**src/rtl/button_debouncer.sv**
```systemverilog
// button_debouncer
//   Multi-channel push-button conditioning on the 50 MHz board clock. Each
//   channel is synchronised, debounced with a stability counter, and turned
//   into a clean level plus one-cycle press, release and long-press pulses.
//
// Parameters
//   NUM_BUTTONS       number of independent channels (>= 1)
//   DEBOUNCE_CYCLES   consecutive stable samples needed to accept a new level (>= 1)
//   LONG_PRESS_CYCLES cycles held before btn_long fires; 0 disables long-press
//   ACTIVE_LOW        1 = raw pin reads 0 when pressed
//
// Ports
//   clk_50MHz    in   board clock
//   rst          in   synchronous active-high reset
//   buttons      in   raw asynchronous button pins
//   btn_level    out  debounced state, 1 = pressed
//   btn_press    out  one-cycle pulse on debounced 0->1
//   btn_release  out  one-cycle pulse on debounced 1->0
//   btn_long     out  one-cycle pulse, at most once per press
module button_debouncer #(
  parameter int NUM_BUTTONS       = 2,
  parameter int DEBOUNCE_CYCLES   = 1_000_000,
  parameter int LONG_PRESS_CYCLES = 50_000_000,
  parameter bit ACTIVE_LOW        = 1'b0
) (
  input  logic                   clk_50MHz,
  input  logic                   rst,
  input  logic [NUM_BUTTONS-1:0] buttons,
  output logic [NUM_BUTTONS-1:0] btn_level,
  output logic [NUM_BUTTONS-1:0] btn_press,
  output logic [NUM_BUTTONS-1:0] btn_release,
  output logic [NUM_BUTTONS-1:0] btn_long
);

  localparam int DW = $clog2(DEBOUNCE_CYCLES + 1);
  // A zero-width hold counter is not legal, so keep one bit when disabled.
  localparam int HW = (LONG_PRESS_CYCLES > 0) ? $clog2(LONG_PRESS_CYCLES + 1) : 1;

  localparam logic [DW-1:0] DLAST = DW'(DEBOUNCE_CYCLES - 1);
  localparam logic [HW-1:0] HSAT  = HW'(LONG_PRESS_CYCLES);
  localparam logic [HW-1:0] HPRE  = HW'(LONG_PRESS_CYCLES - 1);

  for (genvar i = 0; i < NUM_BUTTONS; i++) begin : g_ch
    logic          sync1_q, sync2_q;
    logic          s;
    logic [DW-1:0] dcnt_q, dcnt_d;
    logic [HW-1:0] hcnt_q, hcnt_d;
    logic          level_q, level_d;
    logic          press_q, press_d;
    logic          rel_q, rel_d;
    logic          long_q, long_d;

    // Sample in "pressed = 1" polarity regardless of board wiring.
    assign s = sync2_q ^ ACTIVE_LOW;

    always_comb begin
      dcnt_d  = '0;
      level_d = level_q;
      press_d = 1'b0;
      rel_d   = 1'b0;
      // Any agreeing sample drops dcnt back to 0, so the count only
      // completes after an unbroken run of disagreeing samples.
      if (s != level_q) begin
        if (dcnt_q == DLAST) begin
          level_d = s;
          press_d = s;
          rel_d   = ~s;
        end else begin
          dcnt_d = dcnt_q + 1'b1;
        end
      end
    end

    always_comb begin
      hcnt_d = '0;
      long_d = 1'b0;
      if (LONG_PRESS_CYCLES > 0 && level_q) begin
        // Saturating at HSAT means HPRE is passed only once per press.
        hcnt_d = (hcnt_q == HSAT) ? hcnt_q : hcnt_q + 1'b1;
        long_d = (hcnt_q == HPRE);
      end
    end

    always_ff @(posedge clk_50MHz) begin
      if (rst) begin
        // Synchroniser loads the released pin value so a held button is
        // seen as a fresh press once reset lifts.
        sync1_q <= ACTIVE_LOW;
        sync2_q <= ACTIVE_LOW;
        dcnt_q  <= '0;
        hcnt_q  <= '0;
        level_q <= 1'b0;
        press_q <= 1'b0;
        rel_q   <= 1'b0;
        long_q  <= 1'b0;
      end else begin
        sync1_q <= buttons[i];
        sync2_q <= sync1_q;
        dcnt_q  <= dcnt_d;
        hcnt_q  <= hcnt_d;
        level_q <= level_d;
        press_q <= press_d;
        rel_q   <= rel_d;
        long_q  <= long_d;
      end
    end

    assign btn_level[i]   = level_q;
    assign btn_press[i]   = press_q;
    assign btn_release[i] = rel_q;
    assign btn_long[i]    = long_q;
  end

endmodule

```
**config.mk**
```make
export PLATFORM = sky130hd
export DESIGN_NAME = button_debouncer
export DESIGN_NICKNAME = d
export VERILOG_FILES = /design/src/rtl/button_debouncer.sv
export SDC_FILE = /design/constraint.sdc
export NUM_CORES = 1
export LEC_CHECK = 0
export CAP_MARGIN = 0
export CORE_MARGIN = 5
export CORE_UTILIZATION = 45
export CTS_CLUSTER_DIAMETER = 200
export DETAILED_ROUTE_END_ITERATION = 8
export GPL_TIMING_DRIVEN = 0
export RECOVER_POWER = 25
export SYNTH_ARGS = -nofsm -noshare
export SYNTH_HDL_FRONTEND = slang
export SYNTH_SLANG_ARGS = --single-unit
```
**constraint.sdc**
```tcl
create_clock -name clk_50MHz -period 1.65 [get_ports clk_50MHz]
set_clock_uncertainty 0.05 [all_clocks]
set_input_delay 0.165 -clock clk_50MHz [delete_from_list [all_inputs] [get_ports clk_50MHz]]
set_output_delay 0.165 -clock clk_50MHz [all_outputs]
set_load 0.005 [all_outputs]
```
Word-level counts from Yosys, hierarchy flattened. Index checks and enable logic that the tools add are counted.

Flip-flop bits (word level): 104. Input bits: 4. Output and inout bits: 8. Logic and storage cells: 44.

Equal/unequal tests: 8. Reduce and logical (&&, ||, !) cells: 8. Bitwise logic cells: 8. Add/sub/neg operators: 4.

Operators by type and width (count): $eq A26 B26 Y1 const B (4); $add A26 B1 Y26 const B (2); $add A20 B1 Y20 const B (2); $eq A20 B20 Y1 const B (2); $reduce_or A3 Y1 (4); $not A1 Y1 (8); $reduce_and A2 Y1 (2); $reduce_or A2 Y1 (2); $ne A1 B1 Y1 (2).

Logic depth before layout (Yosys ltp).
Depth in word-level cells: 3. Mapped depth: 7. Gate-level depth less buffers: 5.

Worst setup path before layout. OpenSTA, ideal clock, no wires.

Kind: register to register. Start: reg g_ch[0].dcnt_q[0]. End: reg g_ch[0].dcnt_q[17]. Arrival: 1.571 ns. Period minus slack after synthesis: 1.746 ns. Stages on the path, launching flop included: 8. Library setup time: 0.125 ns. Buffers on the path: 2. Setup slack: -0.096 ns. Required time: 1.475 ns. Cells stage by stage: dfxtp_1 > ha_1 > buf_2 > inv_1 > or4_1 > o21ai_1 > buf_4 > a21oi_1.

Word-level cells in the longest chain between the ends: 2. Elaborated cells on any way between the ends: 3. Classes of those cells: add/sub (1); eq/ne (1); reduce/logical (1).

Ends and longest elaborated chain: start: declaration (line 46) `logic [DW-1:0] dcnt_q, dcnt_d;`; start signal: assignment (line 99) `dcnt_q <= dcnt_d;`; parallel branches: the longest is 2 deep, another holds $add A20 B1 Y20.

Parallel ways; which one is timed is not known. A chain may end at the register's enable or synchronous reset.

Final worst setup path.
Start: reg g_ch[0].dcnt_q[19]. End: reg g_ch[0].dcnt_q[12].

Word-level cells in the longest chain between the ends: 2.

Ends and longest elaborated chain: $eq A20 B20 Y1 (line 64) `if (dcnt_q == DLAST) begin`; $reduce_or A3 Y1 (no source line).

Every way passes these cells.

==> impl_metrics.tcl <==
set metrics [dict create \
    port_buffers 11 \
    vdd_ir_drop_max_uv 566 \
    final_cell_mix "buf_4, dfxtp_1, nor2_1, xor2_1, dfxtp_2" \
    start_util_pct 45.8 \
    ys_warn_count 0 \
    final_common_cell "buf_4" \
    area_delta_synth_final_pct 27.4 \
    synth_seq_area_share_pct 41.9 \
    violations "setup timing" \
    ant_nets 0 \
    core_area_sq_um 10800 \
    startpoint "g_ch[0].dcnt_q[19]" \
    setup_viol 23 \
    n_antenna_cell 0 \
    hold_viol 0 \
    routed_wl_um 11500 \
    clk_path_buf_depth 2 \
    firstDrtPassIters 4 \
    io_pins 12 \
    grt_pass1_wl_um 18000 \
    clock_sinks 104 \
    die_h_um 115 \
    critPathRequiredTime_ns 1.88 \
    grt_max_degree 17 \
    finalSetupTns_ns -1.98 \
    status "finished, violations left" \
    rsz0062_at_grt "yes" \
    seq_area_sq_um 2190 \
    place_hpwl_um 6920 \
    swShare_pct 21.8 \
    tightest_slew_ns 0.553 \
    crit_arrival_ns 1.99 \
    p_switching_mw 0.902 \
    maxCapViolCount 0 \
    drive_above_1_share_pct 33.3 \
    r2r-start "g_ch[0].dcnt_q[19]" \
    timing.final.ws_setup_ns -0.106 \
    startpoint_type "flop" \
    fin_area_sq_um 6330 \
    p_int_mw 3.24 \
    wire_per_inst_um 14.7 \
    drt-initial-drc-count 171 \
    avgSynthCellArea_sq_um 8.79 \
    worstHoldStart "buttons[1]" \
    dp_cells 716 \
    post-route-drc-count 0 \
    final-max-slew-violation-count 0 \
    cp_max_fo 10 \
    rows 38 \
    ff2ff_path_depth 5 \
    clk_latency_ns 0.38 \
    comb_power_share_pct 0.9 \
    reg2reg_to "g_ch[0].dcnt_q[12]" \
    syn_area_sq_um 4970 \
    fmax_mhz 569 \
    via_per_inst 5.61 \
    hold_class "in -> reg" \
    grt_usage_pct 16.6 \
    grt_pass1_vias 3973 \
    cts_tree "yes" \
    power_density_nw_per_um2 655 \
    p_clk_share_pct 39.1 \
    multi_input_area_sq_um 2940 \
    fill_cells 947 \
    slew_headroom_pct 63.1 \
    die_w_um 115 \
    gr-total-overflow 0 \
    syn_inst 565 \
    cts_buffers 9 \
    r2r_slack_ns -0.11 \
    cts-root-buf "clkbuf_8" \
    period_minus_slack_ns 1.76 \
    clk_pin_slew_ns 0.10 \
    p_seq_share_pct 60.0 \
    num_vias 4377 \
    die-area_sq_um 13200 \
    p_leak_nw 2.12 \
    holdPathStages 2 \
    instances_no_fill 780 \
    gp_congestion 0.770 \
    holdWs_ns 0.299 \
    antenna_found_initial 0 \
    fin_util_pct 58.4 \
    netlist-cell-type-count 51 \
    nets 646 \
    critical_path.endpoint_type "flop" \
    critPathKind "reg -> reg" \
    ys_ff_latch 104 \
    h-tree-depth 3 \
    placed_area_sq_um 5280 \
    fin_crit_sh_pct 106 \
    min_to "g_ch[1].sync1_q" \
    synth_nets 575 \
]
[logic make-up (layout without fill, tap and decap cells)]
kind of cell             count (synthesis)  after routing  synth area share, %
AND/OR/NAND/NOR                        264            265                 31.9
flip-flops                             104            104                 41.9
XOR/XNOR                                44             44                 7.76
multiplexers                             2              2                0.403
buffers and inverters                   52            126                 5.57
adder cells (fa/ha/maj)                  6              6                 1.51
AO/OA/AOI/OAI                           93             93                 11.0
[how the worst max path moves through the flow]
stage / endpoint / slack [ns] / cells past startpoint
2_1_floorplan: g_ch[0].dcnt_q[17] / -0.003 / 7
3_5_place_dp: g_ch[1].dcnt_q[6] / -0.37 / 6
3_3_place_gp: g_ch[1].dcnt_q[8] / -0.34 / 6
6_report: g_ch[0].dcnt_q[12] / -0.11 / 5
4_1_cts: g_ch[0].dcnt_q[12] / -0.11 / 5
5_1_grt: g_ch[0].dcnt_q[7] / -0.16 / 5
[routing by layer]
| metal | part of all wire, % | global-route usage [%] | vias to the layer above |
|---|---|---|---|
| li1 | - | - | 2189 |
| met4 | 1.8 | 5.48 | 0 |
| met1 | 46 | 20.4 | 2120 |
| met2 | 49 | 27.9 | 51 |
| met3 | 2.8 | 4.89 | 17 |
| met5 | 0 | 0 | - |
[final cells by class]
cell class	instances	area share (%)
sequential	104	34.5
multi-input combinational	410	46.4
clock inverter	4	0.870
tap	140	2.77
buffer	28	3.32
timing repair buffer	65	8.81
clock buffer	11	2.23
inverter	18	1.07
[metrics by stage]
stage	total power [mW]	setup slack [ns]
floorplan	2.59	-0.00313
global placement	2.61	-0.342
detailed placement	2.61	-0.370
CTS	4.22	-0.108
global route	4.31	-0.155
finish	4.15	-0.106
[state kept, by name, summed over array words and instances (netlist names)]
signal and count:
g_ch.dcnt_q 40, g_ch.hcnt_q 52, g_ch.level_q 2, g_ch.long_q 2
g_ch.press_q 2, g_ch.rel_q 2, g_ch.s 2, g_ch.sync1_q 2
[power groups by stage]
stage | Combinational (mW) | Sequential (mW) | Clock (mW)
2_1_floorplan | 0.0192 | 2.58 | 0
3_3_place_gp | 0.0322 | 2.58 | 0
3_5_place_dp | 0.0324 | 2.58 | 0
4_1_cts | 0.0381 | 2.51 | 1.67
5_1_grt | 0.0416 | 2.49 | 1.78
6_report | 0.0374 | 2.49 | 1.62
[synthesized netlist by cell type, drive strengths merged]
| cell | number | area (sq um) |
|---|---|---|
| dfxtp | 104 | 2080 |
| nor2 | 55 | 206 |
| a21oi | 42 | 210 |
| xor2 | 34 | 298 |
| nand3 | 33 | 175 |
| nand2 | 32 | 130 |
| nand4 | 31 | 236 |
| o31ai | 25 | 188 |
| or4 | 24 | 184 |
| buf | 21 | 160 |
| o21ai | 20 | 100 |
| inv | 18 | 67.6 |
| and4 | 16 | 145 |
| or3 | 15 | 95.1 |
| clkbuf | 13 | 48.8 |
| and2 | 12 | 75.1 |
| and3 | 12 | 76.3 |
| xnor2 | 10 | 87.6 |
| nor2b | 7 | 43.8 |
| nor4 | 7 | 65.1 |
| ha | 6 | 75.1 |
| nor3 | 5 | 25.0 |
| nand2b | 3 | 18.8 |
| nor4b | 3 | 26.3 |
| mux2i | 2 | 20.0 |
| nand3b | 2 | 15.0 |
| nor4bb | 2 | 20.0 |
| o21a | 2 | 15.0 |
| or4b | 2 | 20.0 |
| a211oi | 1 | 12.5 |
| a31oi | 1 | 6.26 |
| nand4b | 1 | 8.76 |
| nor3b | 1 | 7.51 |
| o22ai | 1 | 6.26 |
| o311ai | 1 | 8.76 |
| or3b | 1 | 8.76 |
[worst max-delay path: stages, from the launching register on]
cell	delay [ns]
dfxtp_2	0.35
or3b_4	0.38
or4_4	0.45
o21ai_4	0.20
buf_6	0.17
nor2_1	0.05
[timing repair]
action	in CTS	in global routing
hold buffers	0	0
pin swaps	8	26
gates resized for setup	72	88
setup buffers	9	42
endpoints found under the setup margin	72	71
gates cloned	1	3
Note: power is estimated with default switching activity, not from simulation.
==> RTL change (same flow settings) <==
The parameter `ACTIVE_LOW` goes from 1'b0 to 1'b1.
--- a/src/rtl/button_debouncer.sv
+++ b/src/rtl/button_debouncer.sv
@@ -21,7 +21,7 @@
   parameter int NUM_BUTTONS       = 2,
   parameter int DEBOUNCE_CYCLES   = 1_000_000,
   parameter int LONG_PRESS_CYCLES = 50_000_000,
-  parameter bit ACTIVE_LOW        = 1'b0
+  parameter bit ACTIVE_LOW        = 1'b1
 ) (
   input  logic                   clk_50MHz,
   input  logic                   rst,
Function: same outputs for any inputs over 10 cycles, from zero or initial values and one cycle with rst high; that may be too few to reach the edited logic, so the function may still have changed.
==> RTL change against the original RTL <==
- the flow still finishes with violations (negative setup slack)
- setup slack lost 23 ps
- maximum frequency shrank 1.3%
- design area down 6.9%
- area after synthesis shrank 7.5%
- total power down 0.72%
- core utilization rose by 1.4 points
- non-clock buffer count down 11
- sequential cell count is the same
- routed wire length decreased by 20%
- critical path depth increased by 1
- via count shrank 16%
- global-route usage shrank 1.3 points
- highest routed layer unchanged
==> RTL change: results (changes against the original RTL) <==
Logic synthesis
  – Synth unique cells: 41 (-20%)
  – Xor and xnor fraction of the mapped netlist area: 15.6% (+7.9 points)
  – Synth Area in Adders: 1.63% (+0.12 points)
  – Synth Area in Compound Gates: 1.25% (-9.8 points)
  – Synth cell count leaders: 104 x dfxtp_1, 101 x nor2_1, 60 x xor2_1
  – Largest cells by area after synthesis: dfxtp_1 45%, xor2_1 11%, nor2_1 8.2%, nand3_1 4.6%, xnor2_1 4.2%
  – Yosys warnings: 0 (unchanged)
  – Sequential fraction of the synthesis area: 45.3% (+3.4 points)
  – Multiplexer share of the synthesized area: 0.653% (+0.25 points)
  – Post-Syn Nets: 523 (-9.0%)
  – Ys async rst share: 0% (unchanged)

Cells and area
  – Antenna diode count: 0 (unchanged)
  – Proportion of layout cells with a drive suffix above 1: 30.9% (-2.4 points)
  – Top Registers: g_ch.hcnt_q (52), g_ch.dcnt_q (40)
  – Filler cells: 867 (-8.4%)
  – Layout Nets: 597 (-7.6%)

Clock network
  – TritonCTS Buffers: 9 (unchanged)
  – CTS max path bufs: 2 (unchanged)
  – Worst skew pair latency: 370 ps
  – CTS clock-pin slew for the worst setup and hold paths: 100 ps (about the same)
  – Htree depth: 3 (unchanged)
  – Root buffer cell: clkbuf_8

Hold path
  – HP Class: input pin to register
  – Hold endpoint: g_ch[0].sync1_q
  – Hold Startpoint: buttons[0]
  – Hold depth: 2 (unchanged)

Global route
  – Initial antenna violation count: 0 (unchanged)
  – First-pass GRT wire length: 15,800 um (-12%)
  – Vias in the first global route: 3,472 (-13%)
  – Largest net degree at the start of global routing: 18 (+1)
  – Gr usage total: 15.3% (-1.3 points)

Outcome
  – Status: finished with violations
  – Failing checks: negative setup slack

Placed design
  – Routability cong.: 0.806 (+4.7%)
  – Post-DP HPWL: 5770 um (-17%)
  – # port buffers: 11 (unchanged)

Setup path
  – Worst R2R End: g_ch[0].hcnt_q[20]
  – Crit-path leading delay family: simple AND/OR/NAND/NOR gates
  – Worst-path fanout max: 4 (-6)
  – Crit-path slowest cell: or4_4
  – WP data arrival: 1980 ps
  – R2r startpoint: g_ch[0].hcnt_q[5]
  – Largest stage delay on the critical path: 560 ps (+110 ps)
  – R2r worst-path depth: 6 (+1)

Drt
  – 1st-iter DRT viols: 111 (-35%)
  – Drt first pass iters: 4 (unchanged)
  – Via/cell ratio: 5.06 (-9.9%)
  – Post-Route WL: 9200 um (-20%)

Pwr
  – Tot Pwr: 0.00412 W (-0.72%)
  – Peak supply drop: 0.454 mV (-20%)
  – Lkg Pwr: 2.08 nW (-1.5%)

Timing
  – Setup violators final: 10 (-57%)
  – Hold slack: 348 ps (+48.8 ps)
  – Worst-Margin Slew: 488 ps (-65.4 ps)
  – Post-route setup slack: -130 ps (-23.3 ps)
[RTL change: stage by stage]
stage	cells	util, %	TNS, ps	cell area (um^2)	worst slack, ps
after floorplan	513	-	-1950	4650	-82.0
after global placement	657	49.9	-21020	4920	-481
after detailed placement	657	49.9	-21560	4920	-471
after CTS	702	55.9	-467	5520	-96.3
after global routing	725	59.8	-1830	5900	-188
final	725	59.8	-571	5900	-130
[RTL change: worst max-delay path by stage]
stage	startpoint	end	slack, ps
after detailed placement	rst	g_ch[0].long_q	-470
after CTS	g_ch[0].hcnt_q[9]	g_ch[0].hcnt_q[17]	-100
after global placement	rst	g_ch[0].long_q	-480
after floorplan	g_ch[1].dcnt_q[0]	g_ch[1].dcnt_q[19]	-80
after global routing	g_ch[0].hcnt_q[5]	g_ch[0].hcnt_q[20]	-190
final	g_ch[0].hcnt_q[5]	g_ch[0].hcnt_q[20]	-130
[RTL change: report_power, final]
| part | switching (W) | total (W) | leakage [nW] | internal (W) |
|---|---|---|---|---|
| Combinational | 0.0000194 | 0.0000377 | 1.12 | 0.0000182 |
| Sequential | 0.00000460 | 0.00249 | 0.866 | 0.00248 |
| Clock | 0.000882 | 0.00159 | 0.0968 | 0.000711 |
| Total | 0.000906 | 0.00412 | 2.08 | 0.00321 |
[RTL change: area by class of cell]
| cell class | count | share of cell area [%] |
|---|---|---|
| Buffer | 18 | 2.19 |
| Clock inverter | 6 | 1.17 |
| Clock buffer | 10 | 2.16 |
| Tap cell | 133 | 2.82 |
| Timing Repair Buffer | 64 | 9.23 |
| Multi-Input combinational cell | 377 | 44.6 |
| Sequential cell | 104 | 37.0 |
| Inverter | 13 | 0.827 |
[RTL change: kinds of logic after synthesis]
kind of cell / count (synthesis)
flops: 104
mux: 3
simple gates: 274
compound gates: 11
xor+xnor: 82
buf+inv: 33
fa+ha+maj: 6
[RTL change: repair_timing]
item                       in CTS  in global routing
gates resized for setup        57                 69
pin swaps                      17                 24
setup endpoints to repair      77                 76
cloned                          1                  0
setup buffers                  30                 23
hold buffers                    0                  0
[RTL change: metal layers]
| layer | up-vias | global-route usage [%] | share of wire (%) |
|---|---|---|---|
| met5 | - | 0 | 0 |
| met4 | 0 | 5.76 | 1.5 |
| met3 | 13 | 3.71 | 2.5 |
| met2 | 39 | 24.9 | 48 |
| met1 | 1718 | 19.5 | 48 |
| li1 | 1897 | - | - |
